===== config.mk =====
export PLATFORM = sky130hd
export DESIGN_NAME = hcu_scheduler
export DESIGN_NICKNAME = d
export VERILOG_FILES = /design/src/rtl/hcu_scheduler.sv
export SDC_FILE = /design/constraint.sdc
export NUM_CORES = 1
export LEC_CHECK = 0
export CAP_MARGIN = 25
export CORE_MARGIN = 2
export CORE_UTILIZATION = 30
export DETAILED_ROUTE_END_ITERATION = 10
export PLACE_DENSITY = 0.65
export SKIP_LAST_GASP = 1
export SLEW_MARGIN = 10
export SYNTH_ARGS = -nofsm -noshare
export SYNTH_HDL_FRONTEND = slang
export SYNTH_SLANG_ARGS = --single-unit

===== constraint.sdc =====
create_clock -name clk -period 2.87 [get_ports clk]
set_input_delay 0.574 -clock clk [delete_from_list [all_inputs] [get_ports clk]]
set_output_delay 0.574 -clock clk [all_outputs]
set_load 0.01 [all_outputs]

===== src/rtl/hcu_scheduler.sv =====
// Hazard control unit: operand forwarding, load-use and memory-wait stalls,
// redirect flushes, memory-timeout error and stall/flush performance counters.
//
// state | meaning
// RUN   | normal issue; load-use and redirect resolved combinationally
// MWAIT | data memory busy; whole pipe held, wait_cnt counts wait cycles
// ERR   | memory timed out; pipe frozen, mem_err held until reset
module hcu_scheduler #(
  parameter int MEM_TIMEOUT = 255,
  parameter int CNT_W = 32
) (
  input  logic             clk,
  input  logic             reset,
  input  logic [4:0]       A1_E,
  input  logic [4:0]       A2_E,
  input  logic [4:0]       A3_W,
  input  logic             RegWE_E_W,
  input  logic [4:0]       A4_W,
  input  logic             RegWE_W_W,
  input  logic [4:0]       A4_W2,
  input  logic             RegWE_W_W2,
  input  logic             MemAccessW,
  input  logic             mem_ready,
  input  logic [1:0]       PCSrcE,
  output logic             StallF,
  output logic             StallD,
  output logic             StallE,
  output logic             StallW,
  output logic             FlushD,
  output logic             FlushE,
  output logic             FlushW,
  output logic [1:0]       fwdA_E,
  output logic [1:0]       fwdB_E,
  output logic             mem_err,
  output logic [CNT_W-1:0] stall_cnt,
  output logic [CNT_W-1:0] flush_cnt
);

  typedef enum logic [1:0] {RUN, MWAIT, ERR} state_t;

  localparam logic [7:0] TIMEOUT = 8'(MEM_TIMEOUT);

  state_t     state;
  logic [7:0] wait_cnt;
  logic       mem_stall;
  logic       load_use;
  logic       front_stall;
  logic       redirect;

  // Writeback result takes priority over the load-stall buffer; x0 never forwards.
  function automatic logic [1:0] fwd_sel(input logic [4:0] src, input logic [4:0] a3,
                                         input logic we_e, input logic [4:0] a4w2,
                                         input logic we_w2);
    if (src == 5'd0)              return 2'b00;
    else if (we_e && src == a3)   return 2'b01;
    else if (we_w2 && src == a4w2) return 2'b10;
    else                          return 2'b00;
  endfunction

  always_comb begin
    mem_stall = 1'b1;
    case (state)
      RUN:     mem_stall = MemAccessW & ~mem_ready;
      MWAIT:   mem_stall = ~mem_ready;
      default: mem_stall = 1'b1;
    endcase
    load_use = ~mem_stall & RegWE_W_W & (A4_W != 5'd0) &
               ((A4_W == A1_E) | (A4_W == A2_E));
    front_stall = mem_stall | load_use;
    redirect    = ~front_stall & (PCSrcE != 2'b00);
  end

  assign StallF = front_stall;
  assign StallD = front_stall;
  assign StallE = front_stall;
  assign StallW = mem_stall;
  assign FlushD = redirect;
  assign FlushE = redirect;
  assign FlushW = load_use;
  assign fwdA_E = fwd_sel(A1_E, A3_W, RegWE_E_W, A4_W2, RegWE_W_W2);
  assign fwdB_E = fwd_sel(A2_E, A3_W, RegWE_E_W, A4_W2, RegWE_W_W2);

  always_ff @(posedge clk or negedge reset) begin
    if (!reset) begin
      state     <= RUN;
      wait_cnt  <= 8'd0;
      mem_err   <= 1'b0;
      stall_cnt <= '0;
      flush_cnt <= '0;
    end else begin
      case (state)
        RUN: begin
          if (MemAccessW && !mem_ready) begin
            state    <= MWAIT;
            wait_cnt <= 8'd1;
          end
        end
        MWAIT: begin
          if (mem_ready) begin
            state    <= RUN;
            wait_cnt <= 8'd0;
          end else if (wait_cnt == TIMEOUT) begin
            state   <= ERR;
            mem_err <= 1'b1;
          end else begin
            wait_cnt <= wait_cnt + 8'd1;
          end
        end
        default: begin
          state   <= ERR;
          mem_err <= 1'b1;
        end
      endcase
      if (state != ERR) begin
        stall_cnt <= stall_cnt + CNT_W'(StallF);
        flush_cnt <= flush_cnt + CNT_W'(FlushE);
      end
    end
  end

endmodule


# After elaboration in Yosys (flattened, before gate mapping)
# Index checks and enable logic that the tools add are counted.
op_classes:
  add_sub_neg: 3
  n_eq_ne: 14
  muxes: 18
  bitwise: 11
  reduce_logical: 15
op_table:
  columns: ["cell", "n"]
  rows:
  - ["adder 32 x 1 -> 32 bit", 2]
  - ["== test 5 bit", 6]
  - ["two-way mux 8 bit", 3]
  - ["two-way mux 2 bit", 9]
  - ["case mux 8 bit (2 select lines)", 1]
  - ["zero test 5 bit", 2]
  - ["adder 8 x 1 -> 8 bit (second input constant)", 1]
  - ["== test 8 bit (second input constant)", 1]
  - ["inequality test 2 bit (second input constant)", 4]
  - ["inequality test 3 bit (second input constant)", 2]
  - ["AND reduction 3 bit", 2]
  - ["AND 1 bit", 5]
  - ["logical AND 1 bit", 5]
  - ["nonzero test 5 bit", 1]
  - ["inverter 1 bit", 4]
  - ["case mux 1 bit (2 select lines)", 2]
  - ["case mux 2 bit (2 select lines)", 1]
  - ["nonzero test 2 bit", 2]
  - ["== test 2 x 1 -> 1 bit (second input constant)", 1]
  - ["zero test 2 bit", 1]
  - ["two-way mux 1 bit", 2]
  - ["bitwise OR 1 bit", 2]
  - ["AND reduction 2 bit", 1]
  - ["zero test 1 bit", 1]
totals:
  register_bits: 75
  inputBits: 34
  out_inout_bits: 76
  wordCells: 66

# Depth between registers and ports, before layout
# Gate-level depths: netlist (run 1).
depth:
  word_depth: 11
  ltp_mapped: 11
  depth_no_buf: 10

# Worst setup path after synthesis (run 1)
# No wires, ideal clock.
synth_timing:
  path_kind: "in2reg"
  start: "input port A4_W[0]"
  end: "register flush_cnt[20]"
  setup_time_ns: 0.129
  t_arrival_ns: 2.798
  path_slack_ns: -0.057
  cell_stages: 10
  path_cell_list: "or4_1 o21ai_0 o221a_2 ha_1 ha_1 nand4_1 nor3_1 buf_2 nand4_1 xnor2_1"
synth_via:
  elab_chain_len: 7
  elab_cells_between_ends: 10
synth_rtl:
  columns: ["element", "line_no", "text"]
  rows:
  - ["from (decl)", "18", "input logic [4:0] A4_W,"]
  - ["== test 5 bit or nonzero test 5 bit (tied branches)", "68, 67", null]
  - ["bitwise OR 1 bit or AND 1 bit (tied branches)", "68, 67", null]
  - ["AND 1 bit *", "67", "load_use = ~mem_stall & RegWE_W_W & (A4_W != 5'd0) &"]
  - ["bitwise OR 1 bit *", "69", "front_stall = mem_stall | load_use;"]
  - ["inverter 1 bit *", "70", "redirect = ~front_stall & (PCSrcE != 2'b00);"]
  - ["AND 1 bit *", "70", null]
  - ["via FlushD", "29", "output logic FlushD,"]
  - ["adder 32 x 1 -> 32 bit *", "116", "flush_cnt <= flush_cnt + CNT_W'(FlushE);"]
  - ["to (signal assigned)", "116", null]
  - ["to (decl)", "36", "output logic [CNT_W-1:0] flush_cnt"]
# The timed path passes the listed nets; every way through them passes the cells marked *.
# A chain may end at the register's enable or synchronous reset.

# Worst setup path after layout (run 1)
layout_timing:
  start: "input port A2_E[1]"
  end: "register flush_cnt[29]"
layout_via:
  elab_chain_len: 7
layout_rtl:
  columns: ["element", "line_no", "text"]
  rows:
  - ["from (decl)", "15", "input logic [4:0] A2_E,"]
  - ["== test 5 bit", "68", "((A4_W == A1_E) | (A4_W == A2_E));"]
  - ["bitwise OR 1 bit", "68", null]
  - ["AND 1 bit", "67", null]
  - ["bitwise OR 1 bit", "69", null]
  - ["inverter 1 bit", "70", null]
  - ["AND 1 bit", "70", null]
  - ["adder 32 x 1 -> 32 bit", "116", null]
# No other way between the ends.

==> reports/results.ini, run 1 <==
[outcome]
outcome=complete, no violations

[final_layout]
fin_util_pct=46.2
multi_input_area_um2=2240
area.sequential_um2=1880
diodes=0
layout.nets=574
drive_gt1_share_pct=16.3
area_growth_pct=51.9
instances_no_fill=716
nFillCells=1258

[timing]
postLayoutSetupSlackWorst_ps=91.4
relSlewSlack_pct=32.8
slew_viol_final=0
min_period_ps=2780
clock_skew_ps=7.18
hold_slack_ps=198
worst_slew_pin_slew_ps=1010
setup_viol=0
hold_viol=0
finalCritPeriodShare_pct=96.8
fmax_mhz=360
setup_tns_ps=0

[global_routing]
grt_pass1_wl_um=16800
antenna_found_initial=0
grt_pass1_vias=3477
grt_max_degree=76
grt_use_total_pct=14.7
grt.overflow.total=0

[power]
p_leak_nw=2.75
p_int_mw=2.19
sw_frac_of_total_pct=29.0
power.density_nw_per_um2=509
power.switching_mw=0.896
p_clk_share_pct=35.1
p_seq_share_pct=42.5
combPwrFrac_pct=22.3
irDropWorstVdd_v=0.000253

[synthesis]
muxShareOfSynthArea_pct=0.532
ys_seq_area_share_pct=47.0
yosysUniqueCellTypes=48
synth_nets=426
synth-main-ff-cell=dfrtp_1
syn_avg_cell_area_um2=10.3
syn-cell-area_um2=4000
synth_enable_flop_cells=0
synth_compound_area_share_pct=4.42
async_reset_ff_share_pct=100
yosys_register_bits=75
syn_inst=387
synthXorXnorAreaFrac_pct=19.5
synth_warnings=0
synth-adder-area-share_pct=1.57
synth_top_family_by_area=simple AND/OR/NAND/NOR gates
synth_simple_gate_area_share_pct=25.1

[floorplan]
start_util_pct=30.4
core_um2=13100
ios=110
die_w_um=119
fp.dieArea_um2=14300
rows=42
die_h_um=119

[setup_path]
arrival_ps=3030
start_kind=primary input
cp_max_fo=4
crit_type=in -> reg
worstPathRequired_ps=3120
end_kind=register

[routing]
totalWireLength_um=10300
vias=3489
dr.pass1.iters=5
first_iter_violations=231
drc_errors=0
viasPerCell=4.87
ant_nets=0
routedWlPerCell_um=14.3

[clock_tree]
clock_sinks=75
htreeDepth=3
clkLatencyLatePin_ps=340
cts_max_path_buffers=2
ctsRootBufferMaster=clkbuf_16
cts_tree=done
path_clk_slew_ps=60
cts_buffers=9
hold_buffers=0

[min_path]
worstHoldPathType=in -> async

[placed_design]
dp_slack_ps=-590
dpl.hpwl_um=7570
portBuffers=109
gp_congestion=0.827
dp.cells=692

[run]
max-cap-violations=0

[cell type report]
class,count,area share [%]
Multi-Input combinational cell,296,36.9
Sequential cell,75,30.9
Timing Repair Buffer,147,23.4
Clock buffer,12,4.23
Tap cell,176,3.63
Clock inverter,4,0.557
Inverter,6,0.371
[per-stage QoR]
stage	area (um2)	total power, mW
after CTS	5840	3.11
after global routing	6070	3.25
after detailed placement	5480	2.00
after floorplan	4000	1.59
after global placement	5480	1.98
final	6070	3.09
[cell usage in the layout (no fill, tap or decap), types with 4 or more instances in the layout]
cell / synthesis / routed
clkdlybuf4s50_1: 0 / 84
dfrtp_1: 75 / 75
xnor2_1: 52 / 52
nand2_1: 41 / 41
buf_4: 3 / 36
xor2_1: 37 / 35
nand4_1: 31 / 31
nand3_1: 25 / 24
and3_1: 15 / 15
dlymetal6s2s_1: 0 / 14
nor2_1: 13 / 13
clkbuf_16: 0 / 9
inv_1: 6 / 6
nor4_4: 0 / 6
nor3_2: 2 / 5
and4_1: 5 / 5
and2_1: 5 / 5
nor3_1: 7 / 4
a31oi_1: 4 / 4
ha_1: 5 / 4
dlygate4sd2_1: 0 / 4
[power by group through the flow]
| stage | Combinational, mW | Clock [mW] | Sequential (mW) |
|---|---|---|---|
| after global placement | 0.655 | 0 | 1.32 |
| after CTS | 0.680 | 1.11 | 1.32 |
| after floorplan | 0.247 | 0 | 1.34 |
| final | 0.690 | 1.08 | 1.31 |
| after global routing | 0.759 | 1.15 | 1.34 |
| after detailed placement | 0.667 | 0 | 1.33 |
[critical path: stages]
cell and delay [ps]:
clkdlybuf4s50_1 510, xor2_1 150, nor2_1 60, a22oi_2 160
o221a_4 220, ha_4 150, nand4_1 110, or4_4 600
buf_12 160, nor4_4 140, xor2_1 200
[worst paths after layout]
check                      cells after the start                        end  slack (ps)                       from
setup / recovery                              11  flush_cnt[29]$_DFFE_PN0P_          90                    A2_E[1]
hold / removal                                 1  stall_cnt[24]$_DFFE_PN0P_         200                      reset
setup reg to reg                               9  flush_cnt[29]$_DFFE_PN0P_         340       state[0]$_DFFE_PN0P_
hold reg to reg                                1  stall_cnt[31]$_DFFE_PN0P_         480  stall_cnt[31]$_DFFE_PN0P_
max in group asynchronous                      2   flush_cnt[7]$_DFFE_PN0P_        2090                      reset
min in group clk                               1  stall_cnt[31]$_DFFE_PN0P_         480  stall_cnt[31]$_DFFE_PN0P_
[state kept, by name, indices dropped and copies added (netlist names)]
signal / flops
wait_cnt: 8
flush_cnt: 32
stall_cnt: 32
state: 2
mem_err: 1
[synthesized netlist by cell type, types with 2 or more instances]
cell       n  area, um2
buf_4      3       22.5
inv_1      6       22.5
nor3_1     7       35.0
a211oi_1   3       22.5
a21oi_1    2       10.0
xor2_1    37        324
nor4_1     9       56.3
nor2b_1    4       25.0
buf_2      3       15.0
nand2b_1   2       12.5
o21a_1     2       15.0
o21ai_0    4       20.0
and3_1    15       93.8
or2_2      2       12.5
nand3_1   25        125
clkbuf_1   4       15.0
nand4_1   31        194
and2_1     5       31.3
nor4b_1    2       17.5
xnor2_1   52        455
dfrtp_1   75       1880
a31oi_1    4       25.0
a41oi_1    2       17.5
and4_1     5       43.8
nor3_2     2       20.0
nand2_1   41        154
or4_1      3       22.5
nor2_1    13       48.8
ha_1       5       62.6
[repair_timing]
action                     in CTS  in global routing
setup buffers                   3                  4
setup endpoints to repair      39                 43
pin swaps                       8                 18
gates resized for setup        26                 40
[cell families after synthesis]
family,count (synthesis)
and+or+nand+nor,175
xor gates and xnor gates,89
DFF,75
AOI/OAI and AO/OA,25
buffers and inverters,16
adders and majority gates,5
muxes,2
[layer usage]
metal  share of wire [%]  global-route usage [%]  vias to the layer above  routed length, um
met2                  49                    24.3                      113               5020
met4                 2.2                    7.13                        0                223
met1                  43                    18.1                     1681               4420
li1                    -                       -                     1680                  -
met5                   0                       0                        -                  0
met3                 5.9                    3.16                       15                608
No activity file was read; power rests on OpenSTA's default activity.
==> inputs of run 2 (changes only) <==
- CTS_CLUSTER_SIZE: unset -> 30
==> results of run 2 <==
The final DEF is identical to that of run 1; final timing and power are the same.
==> inputs of run 3 (changes only) <==
- PLACE_DENSITY: 0.65 -> 0.51
- REMOVE_ABC_BUFFERS: unset -> 1
- SLEW_MARGIN: 10 -> 30
==> reports/results.ini, run 3 (same netlist as run 1, synthesis figures left out) <==
[setup_path]
critPathSlowestCell=or4_1
regToRegSetupSlack_ps=480  ; +140 ps
start_kind=primary input
r2r-start=state[0]$_DFFE_PN0P_
critPathLaunch=A4_W[0]
arrival_ps=2280  ; -750 ps
endpoint=StallD
worstPathRequired_ps=2300  ; -820 ps
critPathMaxStageDelay_ps=530  ; -70 ps
crit_top_cell=buf_4
crit_type=in -> out
regToRegEndpoint=flush_cnt[15]$_DFFE_PN0P_
cp_max_fo=4  ; unchanged
r2r_cells=11  ; +2
critical_path.cell_chain=dlygate4sd2_1, or4_1, o21ai_2, buf_4, buf_4, buf_4, o21ai_1, buf_4, buf_4, buf_2
end_kind=primary output

[floorplan]
ios=110  ; unchanged
rows=42  ; unchanged
fp.dieArea_um2=14300  ; unchanged
start_util_pct=30.4  ; unchanged
die_w_um=119  ; unchanged
core_um2=13100  ; unchanged
die_h_um=119  ; unchanged

[timing]
rsz0062_at_grt=true
relSlewSlack_pct=41.8  ; +9.1 points
hold_viol=0  ; unchanged
hold_slack_ps=242  ; +44.5 ps
setup_viol=0  ; unchanged
worst_slew_pin_slew_ps=871  ; -135 ps
fmax_mhz=350  ; -2.7%
finalCritPeriodShare_pct=99.5  ; +2.7 points
slew_viol_final=0  ; unchanged
min_period_ps=2860  ; +77.1 ps
clock_skew_ps=5.29  ; -1.89 ps

[global_routing]
use_met2_pct=25.1  ; +0.75 points
grt_use_total_pct=15.5  ; +0.87 points
top_usage_layer=met2
grt_max_degree=76  ; unchanged
grtUsageMet1_pct=19.9  ; +1.8 points
grt.overflow.total=0  ; unchanged
grt_pass1_vias=3486  ; +0.26%
antenna_found_initial=0  ; unchanged
grt_pass1_wl_um=17500  ; +4.5%
met3_usage_pct=3.16  ; unchanged

[power]
totalPowerFinal_mw=3.52  ; +14%
irDropWorstVdd_v=0.000288  ; +14%
p_leak_nw=2.71  ; -1.4%
power.density_nw_per_um2=568  ; +12%

[clock_tree]
cts_buffers=9  ; unchanged
clkLatencyLatePin_ps=340  ; about the same
cts_max_path_buffers=2  ; unchanged
clock_sinks=75  ; unchanged
htreeDepth=3  ; unchanged
path_clk_slew_ps=60  ; about the same
ctsRootBufferMaster=clkbuf_16
cts_tree=done

[routing]
vias=3454  ; -1.0%
viasPerCell=4.78  ; -2.0%
ant_nets=0  ; unchanged
drc_errors=0  ; unchanged
routedWlPerCell_um=15.0  ; +4.8%
totalWireLength_um=10900  ; +5.8%
dr.pass1.iters=5  ; unchanged
first_iter_violations=212  ; -8.2%

[run]
max-cap-violations=0  ; unchanged

[final_layout]
top_regs=flush_cnt: 32 flops, stall_cnt: 32 flops, wait_cnt: 8 flops
drive_gt1_share_pct=18.8  ; +2.5 points
layout_common_cells=clkdlybuf4s50_1 (88), dfrtp_1 (75), xnor2_1 (52), buf_4 (40), nand2_1 (39)
fin_util_pct=47.2  ; +0.96 points
diodes=0  ; unchanged
final_common_cell=clkdlybuf4s50_1
layout.nets=581  ; +1.2%
nFillCells=1238  ; -1.6%
area_growth_pct=55.1

[min_path]
worstHoldPathType=in -> async

[placed_design]
gp_congestion=0.848  ; +2.5%
portBuffers=109  ; unchanged
dpl.hpwl_um=7780  ; +2.8%

[outcome]
outcome=complete, no violations

[run 3: cell types whose count changed in the layout (fill, tap and decap cells not counted), sizes merged]
cell | previous run | this run
clkdlybuf4s50 | 84 | 88
buf | 39 | 49
dlymetal6s2s | 14 | 5
clkinvlp | 1 | 0
clkbuf | 15 | 9
dlygate4sd2 | 4 | 9
bufinv | 0 | 5
inv | 7 | 6
[run 3: layout make-up]
| type | count | area (um2) | area share (%) |
|---|---|---|---|
| clock buffer | 9 | 225 | 3.63 |
| clock inverter | 7 | 164 | 2.65 |
| inverter | 6 | 22.5 | 0.363 |
| multi-input combinational | 296 | 2250 | 36.3 |
| sequential | 75 | 1880 | 30.3 |
| tap | 176 | 220 | 3.55 |
| timing repair buffer | 154 | 1440 | 23.2 |
[run 3: per-layer routing]
metal  vias to the layer above  part of all wire (%)
li1                       1687                     -
met1                      1649                    44
met2                       101                    48
met3                        17                   5.4
met4                         0                   2.2
met5                         -                     0
[run 3: power breakdown]
group | switching, mW | internal [mW] | total (mW)
clock | 0.449 | 1.03 | 1.47
combinational | 0.319 | 0.403 | 0.723
sequential | 0.159 | 1.16 | 1.32
total | 0.928 | 2.59 | 3.52
[run 3: worst max-delay path, delay by kind of cell]
| kind | cells | cell delay (ps) |
|---|---|---|
| simple gates | 1 | 530 |
| buf+inv | 7 | 950 |
| compound gates | 2 | 210 |
[run 3: worst min-delay path by stage]
stage | from | to | slack [ps] | depth (start not counted)
after floorplan | reset | flush_cnt[0]$_DFFE_PN0P_ | 280 | 0
after global placement | stall_cnt[31]$_DFFE_PN0P_ | stall_cnt[31]$_DFFE_PN0P_ | 460 | 1
after detailed placement | mem_err$_DFFE_PN0P_ | mem_err$_DFFE_PN0P_ | 460 | 1
after CTS | reset | wait_cnt[2]$_DFFE_PN0P_ | 290 | 1
after global routing | reset | wait_cnt[2]$_DFFE_PN0P_ | 310 | 1
final | reset | wait_cnt[2]$_DFFE_PN0P_ | 240 | 1
[run 3: through the flow]
step	setup slack, ps	instances	TNS, ps	cell area, um2
6_report	14.3	723	0	6200
3_3_place_gp	-493	695	-20050	5510
4_1_cts	-11.0	718	-11.0	6000
3_5_place_dp	-518	695	-21330	5520
5_1_grt	-59.2	723	-243	6200
2_1_floorplan	-403	377	-6350	3940
[run 3: repair_timing]
item,CTS,global route
setup endpoints to repair,39,51
gates resized for setup,39,35
hold buffers,0,0
pin swaps,12,12
gates cloned,0,2
setup buffers,7,3
